<file path="config.mk">
export PLATFORM = sky130hd
export DESIGN_NAME = reg_status_table
export DESIGN_NICKNAME = d
export VERILOG_FILES = /design/src/rtl/cobalt_pkg.sv /design/src/rtl/rst_entry.sv /design/src/rtl/reg_status_table.sv
export SDC_FILE = /design/constraint.sdc
export NUM_CORES = 1
export LEC_CHECK = 0
export ABC_CLOCK_PERIOD_IN_PS = 10500
export BUFFER_PORTS_ARGS = -buffer_cell sky130_fd_sc_hd__buf_2
export CAP_MARGIN = 20
export CORE_MARGIN = 5
export CORE_UTILIZATION = 30
export DETAILED_ROUTE_END_ITERATION = 6
export HOLD_SLACK_MARGIN = 0.03
export SETUP_SLACK_MARGIN = 0.05
export SLEW_MARGIN = 40
export SYNTH_ARGS = -nofsm -noshare
export SYNTH_HDL_FRONTEND = slang
export SYNTH_SLANG_ARGS = --single-unit
</file>
<file path="constraint.sdc">
create_clock -name clk -period 10.5 [get_ports clk]
set_input_delay 2.1 -clock clk [delete_from_list [all_inputs] [get_ports clk]]
set_output_delay 2.1 -clock clk [all_outputs]
set_load 0.02 [all_outputs]
</file>
<file path="src/rtl/cobalt_pkg.sv">
// Shared cobalt definitions for the register status table: default widths and the ROB tag type.
package cobalt_pkg;

  localparam int RST_W_ADDR = 5;
  localparam int RST_W_TAG  = 6;

  typedef logic [RST_W_TAG-1:0] rst_tag_t;

  // Pending-count update selected from the per-entry set/clear events.
  typedef enum logic [1:0] {
    CNT_HOLD = 2'b00,
    CNT_DEC  = 2'b01,
    CNT_INC  = 2'b10,
    CNT_BOTH = 2'b11
  } rst_cnt_op_e;

  function automatic rst_cnt_op_e rst_cnt_op(input logic inc, input logic dec);
    return rst_cnt_op_e'({inc, dec});
  endfunction

endpackage

</file>
<file path="src/rtl/rst_entry.sv">
// One register status entry: pending flag, producer tag, CDB tag compare and regfile write enable.
module rst_entry
  import cobalt_pkg::*;
#(
  parameter int W_ADDR = RST_W_ADDR,
  parameter int W_TAG  = RST_W_TAG,
  parameter int IDX    = 0
) (
  input  logic              clk,
  input  logic              i_reset,
  input  logic              i_flush,
  input  logic              i_rd_en,
  input  logic [W_ADDR-1:0] i_rdaddr,
  input  logic [W_TAG-1:0]  i_rdtag,
  input  logic              i_cdb_valid,
  input  logic [W_TAG-1:0]  i_cdb_tag,
  output logic              o_pending,
  output logic [W_TAG-1:0]  o_tag,
  output logic              o_wen,
  output logic              o_set,
  output logic              o_clr
);

  localparam logic [W_ADDR-1:0] ADDR     = W_ADDR'(IDX);
  localparam logic              WRITABLE = (IDX != 0);

  logic             r_pending;
  logic [W_TAG-1:0] r_tag;
  logic             w_hit;
  logic             w_wen;

  // Register 0 is hardwired: a dispatch to it never renames the entry.
  assign w_hit = i_rd_en & (i_rdaddr == ADDR) & WRITABLE;
  assign w_wen = i_cdb_valid & r_pending & (r_tag == i_cdb_tag) & ~i_flush & i_reset;

  // Entry state: flush beats dispatch, and a new rename beats completion of the old producer.
  always_ff @(posedge clk) begin
    if (!i_reset) begin
      r_pending <= 1'b0;
      r_tag     <= {W_TAG{1'b0}};
    end else if (i_flush) begin
      r_pending <= 1'b0;
      r_tag     <= {W_TAG{1'b0}};
    end else if (w_hit) begin
      r_pending <= 1'b1;
      r_tag     <= i_rdtag;
    end else if (w_wen) begin
      r_pending <= 1'b0;
      r_tag     <= {W_TAG{1'b0}};
    end else begin
      r_pending <= r_pending;
      r_tag     <= r_tag;
    end
  end

  assign o_pending = r_pending;
  assign o_tag     = r_tag;
  assign o_wen     = w_wen;
  assign o_set     = w_hit & ~r_pending;
  assign o_clr     = w_wen & ~w_hit;

endmodule

</file>
<file path="src/rtl/reg_status_table.sv">
// Register status (rename) table: tracks which architectural registers await a ROB producer.
// Optional macro RST_CDB_BYPASS_EN lets lookups see a same-cycle CDB completion.
module reg_status_table
  import cobalt_pkg::*;
#(
  parameter int W_ADDR = RST_W_ADDR,
  parameter int W_TAG  = $bits(rst_tag_t)
) (
  input  logic                  clk,
  input  logic                  reset,
  input  logic                  dispatch_rd_en,
  input  logic [W_ADDR-1:0]     dispatch_rdaddr,
  input  logic [W_TAG-1:0]      dispatch_rdtag,
  input  logic [W_ADDR-1:0]     dispatch_rsaddr,
  input  logic [W_ADDR-1:0]     dispatch_rtaddr,
  input  logic                  cdb_valid,
  input  logic [W_TAG-1:0]      cdb_tag,
  input  logic                  flush,
  output logic                  rst_rspending,
  output logic                  rst_rtpending,
  output logic [W_TAG-1:0]      rst_rstag,
  output logic [W_TAG-1:0]      rst_rttag,
  output logic [(1<<W_ADDR)-1:0] rst_wen_onehot,
  output logic [W_ADDR:0]       rst_pending_cnt
);

  localparam int N_ENTRY = 1 << W_ADDR;

  logic             w_pending [N_ENTRY];
  logic [W_TAG-1:0] w_tag     [N_ENTRY];
  logic [N_ENTRY-1:0] w_wen;
  logic [N_ENTRY-1:0] w_set;
  logic [N_ENTRY-1:0] w_clr;
  logic             w_rs_pend;
  logic             w_rt_pend;
  logic [W_ADDR:0]  r_cnt;

  for (genvar gi = 0; gi < N_ENTRY; gi++) begin : g_entry
    rst_entry #(
      .W_ADDR (W_ADDR),
      .W_TAG  (W_TAG),
      .IDX    (gi)
    ) u_entry (
      .clk         (clk),
      .i_reset     (reset),
      .i_flush     (flush),
      .i_rd_en     (dispatch_rd_en),
      .i_rdaddr    (dispatch_rdaddr),
      .i_rdtag     (dispatch_rdtag),
      .i_cdb_valid (cdb_valid),
      .i_cdb_tag   (cdb_tag),
      .o_pending   (w_pending[gi]),
      .o_tag       (w_tag[gi]),
      .o_wen       (w_wen[gi]),
      .o_set       (w_set[gi]),
      .o_clr       (w_clr[gi])
    );
  end

  assign rst_wen_onehot = w_wen;

  // Source lookups; masked to zero while reset is held.
  always_comb begin
    w_rs_pend     = 1'b0;
    w_rt_pend     = 1'b0;
    rst_rspending = 1'b0;
    rst_rtpending = 1'b0;
    rst_rstag     = {W_TAG{1'b0}};
    rst_rttag     = {W_TAG{1'b0}};
`ifdef RST_CDB_BYPASS_EN
    w_rs_pend = w_pending[dispatch_rsaddr] & ~w_wen[dispatch_rsaddr];
    w_rt_pend = w_pending[dispatch_rtaddr] & ~w_wen[dispatch_rtaddr];
`else
    w_rs_pend = w_pending[dispatch_rsaddr];
    w_rt_pend = w_pending[dispatch_rtaddr];
`endif
    if (reset && w_rs_pend) begin
      rst_rspending = 1'b1;
      rst_rstag     = w_tag[dispatch_rsaddr];
    end else begin
      rst_rspending = 1'b0;
      rst_rstag     = {W_TAG{1'b0}};
    end
    if (reset && w_rt_pend) begin
      rst_rtpending = 1'b1;
      rst_rttag     = w_tag[dispatch_rtaddr];
    end else begin
      rst_rtpending = 1'b0;
      rst_rttag     = {W_TAG{1'b0}};
    end
  end

  // Pending counter; at most one set and one clear can occur per cycle.
  always_ff @(posedge clk) begin
    if (!reset) begin
      r_cnt <= {(W_ADDR+1){1'b0}};
    end else if (flush) begin
      r_cnt <= {(W_ADDR+1){1'b0}};
    end else begin
      case (rst_cnt_op(|w_set, |w_clr))
        CNT_INC: r_cnt <= r_cnt + {{W_ADDR{1'b0}}, 1'b1};
        CNT_DEC: r_cnt <= r_cnt - {{W_ADDR{1'b0}}, 1'b1};
        default: r_cnt <= r_cnt;
      endcase
    end
  end

  assign rst_pending_cnt = r_cnt;

endmodule
</file>
# After elaboration in Yosys (flattened, before gate mapping)
# Index checks and enable logic that the tools add are counted.
[word_totals] register_bits=223 latch_bits=0 mem_bits_rw=0 rom_bits=0 inputBits=32 output_inout_bits=52 elab_cells=592 n_memories=0
[classes] add_sub_neg=2 mul=0 div_mod_pow=0 order_cmp=2 n_eq_ne=64 shift=0 n_mux=141 bitwise=283 reduce_logical=37
[op_table] cell="6-bit two-way mux" n=68
[op_table] cell="1-bit AND" n=217
[op_table] cell="6-bit equality test" n=31
[op_table] cell="5-bit equality test, second input constant" n=16
[op_table] cell="1-bit two-way mux" n=68
[op_table] cell="1-bit inverter" n=64
[op_table] cell="2-bit nonzero test" n=32
[op_table] cell="31-bit OR reduction" n=2
[op_table] cell="6-bit binary-select mux with 5-bit select" n=2
[op_table] cell="5-bit by 4-bit equality test with 1-bit output, second input constant" n=8
[op_table] cell="5-bit by 3-bit equality test with 1-bit output, second input constant" n=4
[op_table] cell="6-bit >= comparator, second input constant" n=2
[op_table] cell="5-bit inverter with 6-bit output" n=2
[op_table] cell="6-bit one-hot mux with 2 select lines" n=1
[op_table] cell="1-bit binary-select mux with 5-bit select" n=2
[op_table] cell="5-bit by 2-bit equality test with 1-bit output, second input constant" n=2
[op_table] cell="6-bit by 1-bit adder with 6-bit output, second input constant" n=1
[op_table] cell="6-bit by 1-bit subtractor with 6-bit output, second input constant" n=1
[op_table] cell="5-bit by 1-bit equality test with 1-bit output, second input constant" n=1
[op_table] cell="2-bit by 1-bit equality test with 1-bit output, second input constant" n=1
[op_table] cell="2-bit equality test, second input constant" n=1
[op_table] cell="1-bit logical AND" n=2
[op_table] cell="2-bit OR reduction" n=1

# Longest topological paths before layout
[depth] depth_word=8 mapped_depth=18 mapped_depth_nobuf=15

# Hierarchy
# Synthesis repeated with hierarchy kept, for this count alone.
[hier_totals] hier_cells=1311 area_unflattened_um2=14944.3
[by_module_without_submodules] module="rst_entry at g_entry[11].u_entry ..." instances=13 cells_per_inst=33 area_each_um2=346.6 seq_area_each_um2=140.1
[by_module_without_submodules] module="reg_status_table" instances=1 cells_per_inst=276 area_each_um2=4106.4 seq_area_each_um2=120.1
[by_module_without_submodules] module="rst_entry at g_entry[10].u_entry ..." instances=8 cells_per_inst=33 area_each_um2=349.1 seq_area_each_um2=140.1
[by_module_without_submodules] module="rst_entry at g_entry[1].u_entry ..." instances=4 cells_per_inst=33 area_each_um2=347.8 seq_area_each_um2=140.1
[by_module_without_submodules] module="rst_entry at g_entry[12].u_entry ..." instances=3 cells_per_inst=33 area_each_um2=345.3 seq_area_each_um2=140.1
[by_module_without_submodules] module="rst_entry at g_entry[19].u_entry ..." instances=2 cells_per_inst=33 area_each_um2=344.1 seq_area_each_um2=140.1
[by_module_without_submodules] module="rst_entry at g_entry[16].u_entry" instances=1 cells_per_inst=34 area_each_um2=345.3 seq_area_each_um2=140.1
[by_module_without_submodules] module="rst_entry at g_entry[0].u_entry" instances=1 cells_per_inst=11 area_each_um2=78.8 seq_area_each_um2=0.0

# Worst setup path after synthesis
# Ideal clock, no wire load.
[synth_path] path_kind="input -> output" start="input port dispatch_rsaddr[0]" end="output port rst_rstag[0]" arrival_time_ns=3.893 t_required_ns=8.400 path_slack_ns=4.507 stages=7 path_buffers=3 path_cell_list="clkbuf_1 buf_2 buf_2 mux4_2 mux4_2 nand3b_1 a21oi_1"
[synth_between] elab_chain_len=6 elab_cells_between_ends=9 classes_between="7 x mux; 1 x bitwise; 1 x reduce/logical"
[synth_rtl] item="start: declaration" line_no="reg_status_table.sv:14" text="input logic [W_ADDR-1:0] dispatch_rsaddr,"
[synth_rtl] item="5-bit inverter with 6-bit output (not written as such) *" line_no="reg_status_table.sv:74, reg_status_table.sv:79"
[synth_rtl] item="1-bit binary-select mux with 5-bit select" line_no="reg_status_table.sv:74" text="w_rs_pend = w_pending[dispatch_rsaddr];"
[synth_rtl] item="1-bit two-way mux (not written as such) (2 in a row)" line_no="reg_status_table.sv:74"
[synth_rtl] item="1-bit logical AND" line_no="reg_status_table.sv:77" text="if (reset && w_rs_pend) begin"
[synth_rtl] item="6-bit two-way mux *" line_no="reg_status_table.sv:77"
[synth_rtl] item="end: declaration" line_no="reg_status_table.sv:21" text="output logic [W_TAG-1:0] rst_rstag,"
# Every way passes the cells marked *; elsewhere a longest branch is shown, timed or not. The select of a mux whose other input is x is not followed.

# Worst setup path in the final report
[layout_path] start="input port dispatch_rsaddr[1]" end="output port rst_rstag[5]"
# The elaborated chain is that of the path after synthesis.

==> results.md <==
* Crit path arrival time at 4.69 ns
* Combinational share of power at 0.104
* Fmax at 147 MHz
* Worst setup path class: primary input to primary output
* Total power at 2.05 mW
* Post-Route WL at 62000 um
* Fillcell total at 5302
* Syn Area/Cell at 8.87 um^2
* Worst r2r dst: rst_pending_cnt[5]
* Worst hold path type: flip-flop to flip-flop
* Grt total ovfl at 0
* Area leader, netlist: dfxtp_1
* Max Slew Vio Count at 0
* Ys async rst share at 0
* Seq/Total Area, Yosys at 0.287
* CTS clk-pin slew, worst paths at 0.06 ns
* Final core occ at 0.329
* Die ar. at 56500 um^2
* Final hold vios at 0
* FF-to-FF setup slack at 6.36 ns
* Root buffer cell: clkbuf_16
* Drt pass-1 iters at 5
* Part of the power in registers at 0.416
* Number of buffers created by CTS at 27
* CTS tree: done
* First-pass GRT wire length at 91700 um
* DIE HEIGHT at 238 um
* IO Port Bufs at 82
* Max Fanout on Critical Path at 39
* Skew-Pair Late Insertion Delay at 0.57 ns
* Drt drc at 0
* Clock share of power at 0.480
* CP required at 8.40 ns
* Most frequent cells in the layout: a21oi_1 (233), dfxtp_1 (223), nand2_1 (179), nand3_1 (172), xnor2_1 (155)
* Lkg Pwr at 5.62 nW
* Int Pwr at 1.49 mW
* Net count after synthesis at 1791
* Post-route ant nets at 0
* Main synth FF type: dfxtp_1
* Startpoint types: primary input
* Setup TNS Final at 0 ns
* Hold Path Depth at 2
* Leading cell type in the layout, fill and taps excluded: a21oi_1
* Placed cells at 2357
* Net count, final at 1744
* Crit path time final at 6.79 ns
* Max_slew headroom at 0.437
* FF-to-FF Start: g_entry[26].u_entry.o_tag[2]
* Number of enable flip-flop cells after synthesis at 0
* Starting Density at 0.303
* Hold Path End: g_entry[3].u_entry.o_tag[5]
* PwrDens at 122 nW/um^2
* Synth top area share at 0.287
* Setup violations, final at 0
* GRT Total Usage at 0.211
* CTS Hold Bufs at 0
* Vias per Instance at 5.96
* Max_cap viols at 0
* Post-synthesis cell type count at 60
* H-tree Lvls at 1
* Total clock sinks at 223
* Cells after Synth at 1753
* # resized after CTS at 0
* # Post-CTS Setup Buffers at 0
* Min-delay src: g_entry[3].u_entry.o_tag[5]
* Routability cong. at 0.968
* Mapped Area at 15500 um^2
* Crit share post-route at 0.647
* Layout area overhead at 8.53%
* Net Switching at 558 uW
* Routed len/inst at 25.8 um
* Via Count at 14300
* Core footprint at 51300 um^2
* Chip Width at 238 um
* Row cnt at 83
* Hold Slack at 0.508 ns
* Num ports at 84
* Syn. warnings at 0
* Layout cells sized above 1 at 0.192
* Sw frac at 0.272
* Status: finished clean
* Unrepaired setup endpoints after global routing: no
* Post-DP HPWL at 43900 um
* R2R cell count at 14
* Clock tree buffer depth at 3
* VDD IR max at 0.0000981 V
* Largest net degree at the start of global routing at 99
* Number of global-route vias before repair at 13500
* Worst Skew at 0.0103 ns
* Synth Register Bits at 223
* Synth area leaders: dfxtp_1 (29%), mux4_2 (18%), xnor2_1 (8.7%), a21oi_1 (7.5%), nand3_1 (5.5%)
* Worst Setup End Kind: primary output
* Fin cells at 2406
* Initial antenna violation count at 3
* Worst slew pin tran at 0.841 ns
* Initial DRC count at 1741
==> critical path, cell delays in order <==
cell	delay, ns
buf_2	0.08
buf_4	0.56
mux4_2	0.58
mux4_2	0.47
nand3b_1	0.40
a21oi_1	0.24
buf_2	0.22
==> power groups by stage <==
stage               combinational [mW]  sequential (mW)  clock (mW)
detailed placement               0.208            0.872           0
finish                           0.213            0.854       0.985
global route                     0.223            0.853        1.03
global placement                 0.203            0.872           0
CTS                              0.208            0.853        1.00
floorplan                        0.158            0.871           0
==> metal layers <==
metal  vias up  wire length (um)  global-route usage
met3       244              6150              0.0505
li1       6217                 -                   -
met2       850             28300               0.339
met4         4              4180               0.112
met5         -                27                   0
met1      7025             23300               0.264
==> cells in the mapped netlist (27+ instances only) <==
master,count
xnor2_1,155
nand4_1,76
nand2_1,179
inv_1,35
and3_1,42
nand3_1,172
xor2_1,35
a21oi_1,233
mux4_2,126
clkbuf_1,74
dfxtp_1,223
buf_2,27
buf_4,40
nor2_1,124
==> cell families (layout without fill, tap and decap cells) <==
group                    after synthesis  in the layout  share of synthesized area
AO/OA/AOI/OAI                        277            277                     0.0968
XOR/XNOR                             191            191                      0.108
AND/OR/NAND/NOR                      696            696                      0.229
adder cells (fa/ha/maj)                6              6                    0.00531
multiplexers                         153            153                      0.201
other                                  1              2                   0.000241
flip-flops                           223            223                      0.287
buffers and inverters                206            178                     0.0727
==> sequential cells by signal, summed over array words and instances, names as in the netlist <==
signal                     cells
g_entry.u_entry.o_tag        186
rst_pending_cnt                6
g_entry.u_entry.o_pending     31
==> area by class of cell <==
class,instances,area (um^2),area share
flip-flops and latches,223,4460,0.265
diodes,1,2.50,0.000148
well taps,680,851,0.0504
multi-input cells,1324,9960,0.591
clock inverters,16,173,0.0102
clock buffers,32,744,0.0441
repair buffers,95,543,0.0322
inverters,35,131,0.00779
==> how the worst max path moves through the flow <==
| stage | from | endpoint | slack, ns | cells after the start |
|---|---|---|---|---|
| floorplan | dispatch_rsaddr[0] | rst_rstag[0] | 4.51 | 7 |
| global placement | dispatch_rsaddr[0] | rst_rstag[5] | 3.67 | 6 |
| detailed placement | dispatch_rsaddr[1] | rst_rstag[5] | 3.81 | 7 |
| CTS | dispatch_rsaddr[1] | rst_rstag[5] | 3.81 | 7 |
| global route | dispatch_rsaddr[1] | rst_rstag[5] | 3.68 | 7 |
| finish | dispatch_rsaddr[1] | rst_rstag[5] | 3.71 | 7 |
==> per-stage QoR <==
stage | worst slack, ns | area [um^2]
6_report | 3.71 | 16900
2_1_floorplan | 4.51 | 15500
4_1_cts | 3.81 | 16900
5_1_grt | 3.68 | 16900
3_3_place_gp | 3.67 | 15900
3_5_place_dp | 3.81 | 15900
(Power assumes the default switching activity.)
